**config.mk**
```make
export PLATFORM = sky130hd
export DESIGN_NAME = vacc_sched
export DESIGN_NICKNAME = d
export VERILOG_FILES = /design/src/rtl/vacc_sched_pkg.sv /design/src/rtl/vacc_dump_monitor.sv /design/src/rtl/vacc_sched.sv
export SDC_FILE = /design/constraint.sdc
export NUM_CORES = 1
export LEC_CHECK = 0
export BUFFER_PORTS_ARGS = -buffer_cell sky130_fd_sc_hd__buf_2
export CAP_MARGIN = 30
export CELL_PAD_IN_SITES_DETAIL_PLACEMENT = 0
export CELL_PAD_IN_SITES_GLOBAL_PLACEMENT = 2
export CORE_ASPECT_RATIO = 1.25
export CORE_MARGIN = 1
export CORE_UTILIZATION = 33
export DETAILED_ROUTE_END_ITERATION = 6
export GPL_TIMING_DRIVEN = 0
export PLACE_DENSITY_LB_ADDON = 0.1
export SLEW_MARGIN = 20
export SYNTH_ARGS = -nofsm -noshare
export SYNTH_HDL_FRONTEND = slang
export SYNTH_SLANG_ARGS = --single-unit
```
**constraint.sdc**
```tcl
create_clock -name clk -period 2.3 [get_ports clk]
set_input_delay 0 -clock clk [delete_from_list [all_inputs] [get_ports clk]]
set_output_delay 0 -clock clk [all_outputs]
set_load 0.02 [all_outputs]
```
**src/rtl/vacc_sched_pkg.sv**
```systemverilog
// Shared definitions for the vector-accumulator sequencer: FSM encoding and overrun limits.
// The optional watchdog in vacc_sched is enabled by defining VACC_SCHED_TIMEOUT_EN.
package vacc_sched_pkg;

  typedef logic [1:0] state_t;

  localparam state_t ST_IDLE  = 2'd0;
  localparam state_t ST_WAIT  = 2'd1;
  localparam state_t ST_ACCUM = 2'd2;
  localparam state_t ST_DUMP  = 2'd3;

  localparam int OVR_WIDTH = 16;
  localparam logic [OVR_WIDTH-1:0] OVR_MAX = 16'hFFFF;

  // Saturating increment for the overrun counter.
  function automatic logic [OVR_WIDTH-1:0] ovr_inc(input logic [OVR_WIDTH-1:0] cnt);
    if (cnt == OVR_MAX) begin
      ovr_inc = cnt;
    end else begin
      ovr_inc = cnt + 16'd1;
    end
  endfunction

endpackage

```
**src/rtl/vacc_dump_monitor.sv**
```systemverilog
// Watches the accumulator readout strobe: edge detection plus a count of strobe-high cycles.
// Part of vacc_sched (optional watchdog macro VACC_SCHED_TIMEOUT_EN does not affect this block).
module vacc_dump_monitor
  import vacc_sched_pkg::*;
#(
  parameter int VECTOR_WIDTH = 3
) (
  input  logic                  clk,
  input  logic                  rst,
  input  logic                  ce,
  input  logic                  vacc_we,
  output logic                  rise,
  output logic                  fall,
  output logic [VECTOR_WIDTH:0] words
);

  localparam logic [VECTOR_WIDTH:0] WORDS_ONE = {{VECTOR_WIDTH{1'b0}}, 1'b1};
  localparam logic [VECTOR_WIDTH:0] WORDS_MAX = {(VECTOR_WIDTH+1){1'b1}};

  logic we_d_r;

  assign rise = vacc_we & ~we_d_r;
  assign fall = ~vacc_we & we_d_r;

  // Strobe history and word count; a new burst restarts the count at one.
  always_ff @(posedge clk or posedge rst) begin
    if (rst) begin
      we_d_r <= 1'b0;
      words  <= {(VECTOR_WIDTH+1){1'b0}};
    end else if (ce) begin
      we_d_r <= vacc_we;
      if (rise) begin
        words <= WORDS_ONE;
      end else if (vacc_we && (words != WORDS_MAX)) begin
        words <= words + WORDS_ONE;
      end
    end
  end

endmodule

```
**src/rtl/vacc_sched.sv**
```systemverilog
// Vector-accumulator sequencer: sync/trig generation, dump tracking and consumer handshake.
// Define VACC_SCHED_TIMEOUT_EN to add the ACCUM watchdog driving timeout_err.
module vacc_sched
  import vacc_sched_pkg::*;
#(
  parameter int VECTOR_WIDTH  = 3,
  parameter int SEQ_WIDTH     = 32,
  parameter int SKIP_WIDTH    = 16,
  parameter int TIMEOUT_WIDTH = 24
) (
  input  logic                  clk,
  input  logic                  rst,
  input  logic                  ce,
  input  logic                  sync_in,
  input  logic                  arm,
  input  logic                  disarm,
  input  logic                  cont,
  input  logic [SKIP_WIDTH-1:0] cfg_skip,
  input  logic                  vacc_we,
  input  logic                  dump_ack,
  output logic                  vacc_sync,
  output logic                  vacc_trig,
  output logic                  dump_ready,
  output logic [SEQ_WIDTH-1:0]  dump_seq,
  output logic [VECTOR_WIDTH:0] dump_words,
  output logic [OVR_WIDTH-1:0]  overrun_cnt,
  output logic                  busy,
  output logic                  timeout_err
);

  localparam logic [SKIP_WIDTH-1:0] SKIP_ONE = {{(SKIP_WIDTH-1){1'b0}}, 1'b1};
  localparam logic [SEQ_WIDTH-1:0]  SEQ_ONE  = {{(SEQ_WIDTH-1){1'b0}}, 1'b1};

  state_t                  state_r, state_nxt_s;
  logic                    arm_pend_r, arm_pend_nxt_s;
  logic                    disarm_pend_r, disarm_pend_nxt_s;
  logic                    first_done_r;
  logic [SKIP_WIDTH-1:0]   skip_cnt_r, skip_lat_r;
  logic                    sync_nxt_s, trig_nxt_s, enter_wait_s, inc_skip_s, dump_done_s;
  logic                    rise_s, fall_s, timeout_hit_s;
  logic [VECTOR_WIDTH:0]   words_s;

  vacc_dump_monitor #(.VECTOR_WIDTH(VECTOR_WIDTH)) u_mon (
    .clk     (clk),
    .rst     (rst),
    .ce      (ce),
    .vacc_we (vacc_we),
    .rise    (rise_s),
    .fall    (fall_s),
    .words   (words_s)
  );

  // Next-state and pulse decode for the dump sequencer.
  always_comb begin
    state_nxt_s       = state_r;
    sync_nxt_s        = 1'b0;
    trig_nxt_s        = 1'b0;
    enter_wait_s      = 1'b0;
    inc_skip_s        = 1'b0;
    dump_done_s       = 1'b0;
    arm_pend_nxt_s    = arm_pend_r;
    disarm_pend_nxt_s = disarm_pend_r;
    case (state_r)
      ST_IDLE: begin
        disarm_pend_nxt_s = 1'b0;
        if (disarm) begin
          arm_pend_nxt_s = 1'b0;
        end else if ((arm || arm_pend_r) && sync_in) begin
          sync_nxt_s     = 1'b1;
          enter_wait_s   = 1'b1;
          arm_pend_nxt_s = 1'b0;
          state_nxt_s    = ST_WAIT;
        end else if (arm) begin
          arm_pend_nxt_s = 1'b1;
        end else begin
          arm_pend_nxt_s = arm_pend_r;
        end
      end
      ST_WAIT: begin
        if (disarm) begin
          state_nxt_s = ST_IDLE;
        end else if (sync_in) begin
          if (skip_cnt_r == skip_lat_r) begin
            trig_nxt_s  = 1'b1;
            state_nxt_s = ST_ACCUM;
          end else begin
            inc_skip_s = 1'b1;
          end
        end else begin
          state_nxt_s = ST_WAIT;
        end
      end
      ST_ACCUM: begin
        if (disarm || timeout_hit_s) begin
          state_nxt_s = ST_IDLE;
        end else if (rise_s) begin
          state_nxt_s = ST_DUMP;
        end else begin
          state_nxt_s = ST_ACCUM;
        end
      end
      ST_DUMP: begin
        // A disarm seen mid-burst is remembered so the dump still completes first.
        if (fall_s) begin
          dump_done_s       = 1'b1;
          disarm_pend_nxt_s = 1'b0;
          if (cont && !disarm && !disarm_pend_r) begin
            enter_wait_s = 1'b1;
            state_nxt_s  = ST_WAIT;
          end else begin
            state_nxt_s = ST_IDLE;
          end
        end else if (disarm) begin
          disarm_pend_nxt_s = 1'b1;
        end else begin
          disarm_pend_nxt_s = disarm_pend_r;
        end
      end
      default: begin
        state_nxt_s = ST_IDLE;
      end
    endcase
  end

  // FSM state, registered pulses and the sync skip counter.
  always_ff @(posedge clk or posedge rst) begin
    if (rst) begin
      state_r       <= ST_IDLE;
      busy          <= 1'b0;
      vacc_sync     <= 1'b0;
      vacc_trig     <= 1'b0;
      arm_pend_r    <= 1'b0;
      disarm_pend_r <= 1'b0;
      skip_cnt_r    <= {SKIP_WIDTH{1'b0}};
      skip_lat_r    <= {SKIP_WIDTH{1'b0}};
    end else if (ce) begin
      state_r       <= state_nxt_s;
      busy          <= (state_nxt_s != ST_IDLE);
      vacc_sync     <= sync_nxt_s;
      vacc_trig     <= trig_nxt_s;
      arm_pend_r    <= arm_pend_nxt_s;
      disarm_pend_r <= disarm_pend_nxt_s;
      if (enter_wait_s) begin
        skip_cnt_r <= {SKIP_WIDTH{1'b0}};
        skip_lat_r <= cfg_skip;
      end else if (inc_skip_s) begin
        skip_cnt_r <= skip_cnt_r + SKIP_ONE;
      end
    end
  end

  // Dump reporting: ready/ack handshake, sequence number and overrun count.
  always_ff @(posedge clk or posedge rst) begin
    if (rst) begin
      dump_ready   <= 1'b0;
      dump_words   <= {(VECTOR_WIDTH+1){1'b0}};
      dump_seq     <= {SEQ_WIDTH{1'b0}};
      first_done_r <= 1'b0;
      overrun_cnt  <= {OVR_WIDTH{1'b0}};
    end else if (ce) begin
      if (dump_done_s) begin
        dump_ready   <= 1'b1;
        dump_words   <= words_s;
        first_done_r <= 1'b1;
        if (first_done_r) begin
          dump_seq <= dump_seq + SEQ_ONE;
        end
      end else if (dump_ack) begin
        dump_ready <= 1'b0;
      end
      if (rise_s && dump_ready && !dump_ack) begin
        overrun_cnt <= ovr_inc(overrun_cnt);
      end
    end
  end

`ifdef VACC_SCHED_TIMEOUT_EN
  localparam logic [TIMEOUT_WIDTH-1:0] WD_ONE  = {{(TIMEOUT_WIDTH-1){1'b0}}, 1'b1};
  localparam logic [TIMEOUT_WIDTH-1:0] WD_LAST = {{(TIMEOUT_WIDTH-1){1'b1}}, 1'b0};

  logic [TIMEOUT_WIDTH-1:0] wd_cnt_r;

  assign timeout_hit_s = (state_r == ST_ACCUM) && !disarm && !rise_s && (wd_cnt_r == WD_LAST);

  // Watchdog over ce-cycles spent in ACCUM; the error flag is sticky until rst.
  always_ff @(posedge clk or posedge rst) begin
    if (rst) begin
      wd_cnt_r    <= {TIMEOUT_WIDTH{1'b0}};
      timeout_err <= 1'b0;
    end else if (ce) begin
      if (state_r == ST_ACCUM) begin
        wd_cnt_r <= wd_cnt_r + WD_ONE;
      end else begin
        wd_cnt_r <= {TIMEOUT_WIDTH{1'b0}};
      end
      if (timeout_hit_s) begin
        timeout_err <= 1'b1;
      end
    end
  end
`else
  logic unused_timeout_width_s;

  assign unused_timeout_width_s = (TIMEOUT_WIDTH != 32'sd0);
  assign timeout_hit_s          = 1'b0;
  assign timeout_err            = 1'b0;
`endif

endmodule

```
# Word-level counts from Yosys, hierarchy flattened
# Index checks and enable logic that the tools add are counted.
# op_classes
n_reduce_logical,26
bitwise,5
eq_ne,7
mux,38
add_sub_neg,4
# op_table
op,count
$add 16x1->16 const B,2
$add 32x1->32 const B,1
$mux 16,2
$mux 1,24
$eq 16x16->1,1
$eq 16x16->1 const B,1
$mux 2,7
$reduce_and 3->1,4
$reduce_and 2->1,5
$reduce_bool 2->1,5
$mux 4,2
$pmux 2 s4,1
$logic_and 1x1->1,6
$add 4x1->4 const B,1
$eq 2x2->1 const B,2
$ne 4x4->1 const B,1
$pmux 1 s2,2
$logic_not 1->1,3
$ne 3x3->1 const B,1
$not 1->1,3
$reduce_bool 3->1,1
$and 1x1->1,2
$eq 2x1->1 const B,1
$logic_not 2->1,1
$logic_or 1x1->1,1
# word_totals
regBits,98
output_inout_bits,57
wordCells,95

# Logic depth before layout (Yosys ltp)
# depth
ltp_word,8
mapped_depth,8

# Modules after synthesis
# A second synthesis with hierarchy kept.
# unflattened
cells_unflattened,440
area_unflattened_um2,4949.7
# modules_own_cells
module,instances,seq_area_each_um2,area_each_um2,cells_per_inst
vacc_sched,1,2327.2,4688.2,414
vacc_dump_monitor,1,125.1,261.5,26

# Worst setup path before layout
# OpenSTA, ideal clock, no wires.
# synth_timing
path_kind,reg2reg
startpoint,register state_r[0]
endpoint,register dump_seq[29]
slack_ns,0.475
synth_period_minus_slack_ns,1.825
arrival_ns,1.695
path_stages_with_launch,8
setup_ns,0.130
required_ns,2.170
path_cell_list,dfrtp_1 > ha_1 > and4b_1 > buf_6 > nand3_4 > nor4_4 > nand4_1 > xnor2_1
# synth_between
elab_chain_len,3
# synth_rtl
item,line,text
"start, declared",vacc_sched.sv:34,"state_t state_r, state_nxt_s;"
"start signal, assigned",vacc_sched.sv:137,state_r <= state_nxt_s;
$eq 2x2->1,vacc_sched.sv:63,case (state_r)
$mux 1,vacc_sched.sv:63,
$reduce_and 3->1 (no line),--,
"end signal, assigned",vacc_sched.sv:157,dump_seq <= {SEQ_WIDTH{1'b0}};
"end signal, assigned",vacc_sched.sv:166,dump_seq <= dump_seq + SEQ_ONE;
"end, declared",vacc_sched.sv:24,"output logic [SEQ_WIDTH-1:0] dump_seq,"
# Every way passes these cells.
# A chain may end at the register's enable or synchronous reset.

# Worst setup path after layout
# layout_timing
startpoint,register skip_cnt_r[8]
endpoint,register skip_cnt_r[1]
# layout_between
elab_chain_len,7
# layout_rtl
item,line,text
"start, declared",vacc_sched.sv:38,"logic [SKIP_WIDTH-1:0] skip_cnt_r, skip_lat_r;"
"start signal, assigned",vacc_sched.sv:134,skip_cnt_r <= {SKIP_WIDTH{1'b0}};
"start signal, assigned",vacc_sched.sv:144,skip_cnt_r <= {SKIP_WIDTH{1'b0}};
"start signal, assigned",vacc_sched.sv:147,skip_cnt_r <= skip_cnt_r + SKIP_ONE;
$eq 16x16->1,vacc_sched.sv:83,if (skip_cnt_r == skip_lat_r) begin
$mux 1,vacc_sched.sv:83,
$mux 1,vacc_sched.sv:82,end else if (sync_in) begin
$mux 1,vacc_sched.sv:80,if (disarm) begin
$mux 1,vacc_sched.sv:63,
$reduce_bool 2->1 (no line),--,
$reduce_and 2->1 (no line),--,
# Every way passes these cells.

==> flow_summary_export.csv <==
group,metric,value,unit
outcome,outcome,"finished with violations",
outcome,violations,"design-rule violations",
cells_and_area,nets,607,
cells_and_area,fillers,1461,
synth,ys_top_cells_by_count,"dfrtp_1 (98), nand2_1 (55), xnor2_1 (31), xor2_1 (31), nand3_1 (29)",
clock_network,cts_tree,"yes",
clock_network,root_buffer,"clkbuf_16",
run,max_cap_viol_count,0,
cells_and_area,antennaDiodeCount,0,
synth,syn_area,5000,sq um
placement,place_area,5682,sq um
global_routing,grt_pass1_wl,19670,um
global_routing,antenna_found_initial,0,
die,dieArea,15650,sq um
die,core,14590,sq um
cells_and_area,utilization,0.4253,
power,finalPower,4.566,mW
placement,gp_congestion,0.7636,
synth,synth_flop_cell,"dfrtp_1",
sta,period_minus_slack,2.151,ns
clock_network,cts.path.max_buffers,2,
sta,hold_violations,0,
synth,syn_avg_cell_area,10.82,sq um
synth,synth_most_common_cell,"dfrtp_1",
sta,fin_crit_sh,0.9353,
global_routing,track_usage,0.1601,
cells_and_area,area_growth_syn_to_layout,24.12,%
synth,syn_inst,462,
sta,finalSetupTns,0,ns
sta,timing.final.ws_setup,0.1488,ns
synth,synthTopCellsByArea,"dfrtp_1 (49%), xnor2_1 (5.4%), xor2_1 (5.4%)",
routing,drt-total-wl,11530,um
placement,io_buffers,79,
clock_network,clk_latency,0.36,ns
synth,synthesis.nets,495,
synth,yosysWarnings,0,
clock_network,h-tree-depth,3,
power,leakagePower,3.032,nW
placement,dp_cells,722,
setup_path,critPathCaptureType,"register",
sta,max_freq,464.9,MHz
die,die_w,112.1,um
global_routing,grt_max_degree,31,
synth,synth_top_area_cell,"dfrtp_1",
synth,synth.distinct_cells,63,
die,row_count,49,
power,p_per_area,735.8,nW/um^2
die,initial_utilization,0.3427,
sta,setup-violations-final,0,
sta,maxSlewViolCount,0,
synth,synth_edf_count,0,
synth,synth_async_sr_flop_share,1.000,
placement,dp_worst_setup_slack,0.03418,ns
power,irDropWorstVdd,0.0003752,V
routing,vias,3792,
routing,wl_per_cell,15.23,um
setup_path,startpoint,"skip_cnt_r[8]",
clock_network,cts_buffers,9,
placement,dp_hpwl,8440,um
cells_and_area,stdcell_area,6206,sq um
die,die_h,139.6,um
routing,drcViolationCount,8,
cells_and_area,finalNonFillerCells,757,
setup_path,r2r_start,"skip_cnt_r[8]",
setup_path,critPathKind,"reg2reg",
sta,maxSlewHeadroom,0.6137,
min_path,min_from,"sync_in",
routing,drtIter0Drc,101,
min_path,hold_path.class,"in2reg",
clock_network,cts_sinks,98,
setup_path,critPathMaxFanout,10,
setup_path,crit_path_start_kind,"register",
setup_path,arrival,2.40,ns
synth,synth_top_area_share,0.4905,
clock_network,clkTransAtPathRegs,0.07,ns
routing,ant_nets,0,
die,io-pin-count,82,
sta,fin_skew,0.01033,ns
sta,hold_ws,0.02134,ns
synth,synth_seq_cells,98,
setup_path,crit_required,2.55,ns
cells_and_area,drive_gt1_frac,0.2383,
global_routing,grt_pass1_vias,3867,
global_routing,overflow,0,
routing,viasPerCell,5.009,
sta,rsz0062_at_grt,"no",
sta,worst_slew_pin_slew,0.5741,ns
routing,first_pass_iters,6,
clock_network,post_cts_buffers,0,
synth,seq_area_frac_synth,0.4905,
## routing by layer
metal,GRT usage,vias up,part of all wire
li1,-,1848,-
met3,0.03354,11,0.033
met1,0.2101,1861,0.47
met2,0.2619,72,0.48
met5,0,-,0
met4,0.05474,0,0.013
## flip-flops by register name, summed over array words and instances, names as in the netlist, 2 cells and up
signal	count
state_r	2
skip_lat_r	16
dump_seq	32
skip_cnt_r	16
u_mon.words	4
overrun_cnt	16
dump_words	4
## cells in the final DEF (no fill, tap or decap), drive strengths merged, types with 2 or more instances in the layout
cell type,count
a21boi,3
a21o,2
a21oi,4
a31oi,2
and2,3
and3,8
and3b,2
and4,9
buf,97
clkbuf,12
clkinvlp,2
dfrtp,98
dlygate4sd3,19
ha,8
inv,16
mux2,19
mux2i,10
nand2,55
nand2b,14
nand3,30
nand4,19
nand4b,2
nor2,17
nor2b,3
nor3,13
nor4,12
o21ai,7
o31ai,4
or2,2
or4,4
xnor2,31
xor2,32
## cell type report
cell class / instances / area [sq um] / area share
clock inverters: 5 / 60.06 / 0.009677
inverters: 15 / 60.06 / 0.009677
clock buffers: 11 / 252.7 / 0.04073
plain buffers: 16 / 125.1 / 0.02016
well taps: 178 / 222.7 / 0.03589
multi-input cells: 333 / 2386 / 0.3845
flip-flops and latches: 98 / 2454 / 0.3954
repair buffers: 101 / 645.6 / 0.1040
## repair_timing
| action | 4_1_cts | 5_1_grt |
|---|---|---|
| endpoints found under the hold margin | 36 | 0 |
| setup endpoints to repair | 0 | 31 |
| resized for setup | 0 | 7 |
| hold buffers | 19 | 0 |
## critical path, cell delays in order, from the launching register on
cell and delay (ns):
dfrtp_1 0.43, xor2_1 0.16, nor4_1 0.55, and4_4 0.35
buf_6 0.16, buf_12 0.14, nor3_1 0.05, a32o_1 0.20
## where the power goes
part / leakage, nW / internal (mW) / switching [mW]
clock network: 0.153 / 0.909 / 0.697
registers: 1.32 / 1.94 / 0.202
logic: 1.56 / 0.403 / 0.412
## final timing paths
path                       slack, ns            end  cells after the start
setup / recovery                0.15  skip_cnt_r[1]                      7
hold / removal                  0.02     arm_pend_r                      3
min in group asynchronous       0.23    dump_seq[2]                      3
setup reg to reg                0.15  skip_cnt_r[1]                      7
hold reg to reg                 0.48   dump_seq[31]                      1
max in group asynchronous       1.35     state_r[0]                      5
## logic make-up after synthesis
| group | synth area share |
|---|---|
| adders and majority gates | 0.02002 |
| AOI/OAI and AO/OA | 0.05105 |
| buffers and inverters | 0.03628 |
| muxes | 0.06582 |
| DFF | 0.4905 |
| xor gates and xnor gates | 0.1119 |
| and+or+nand+nor | 0.2237 |
| other | 0.0007500 |
Power figures use the tool's default switching activity.
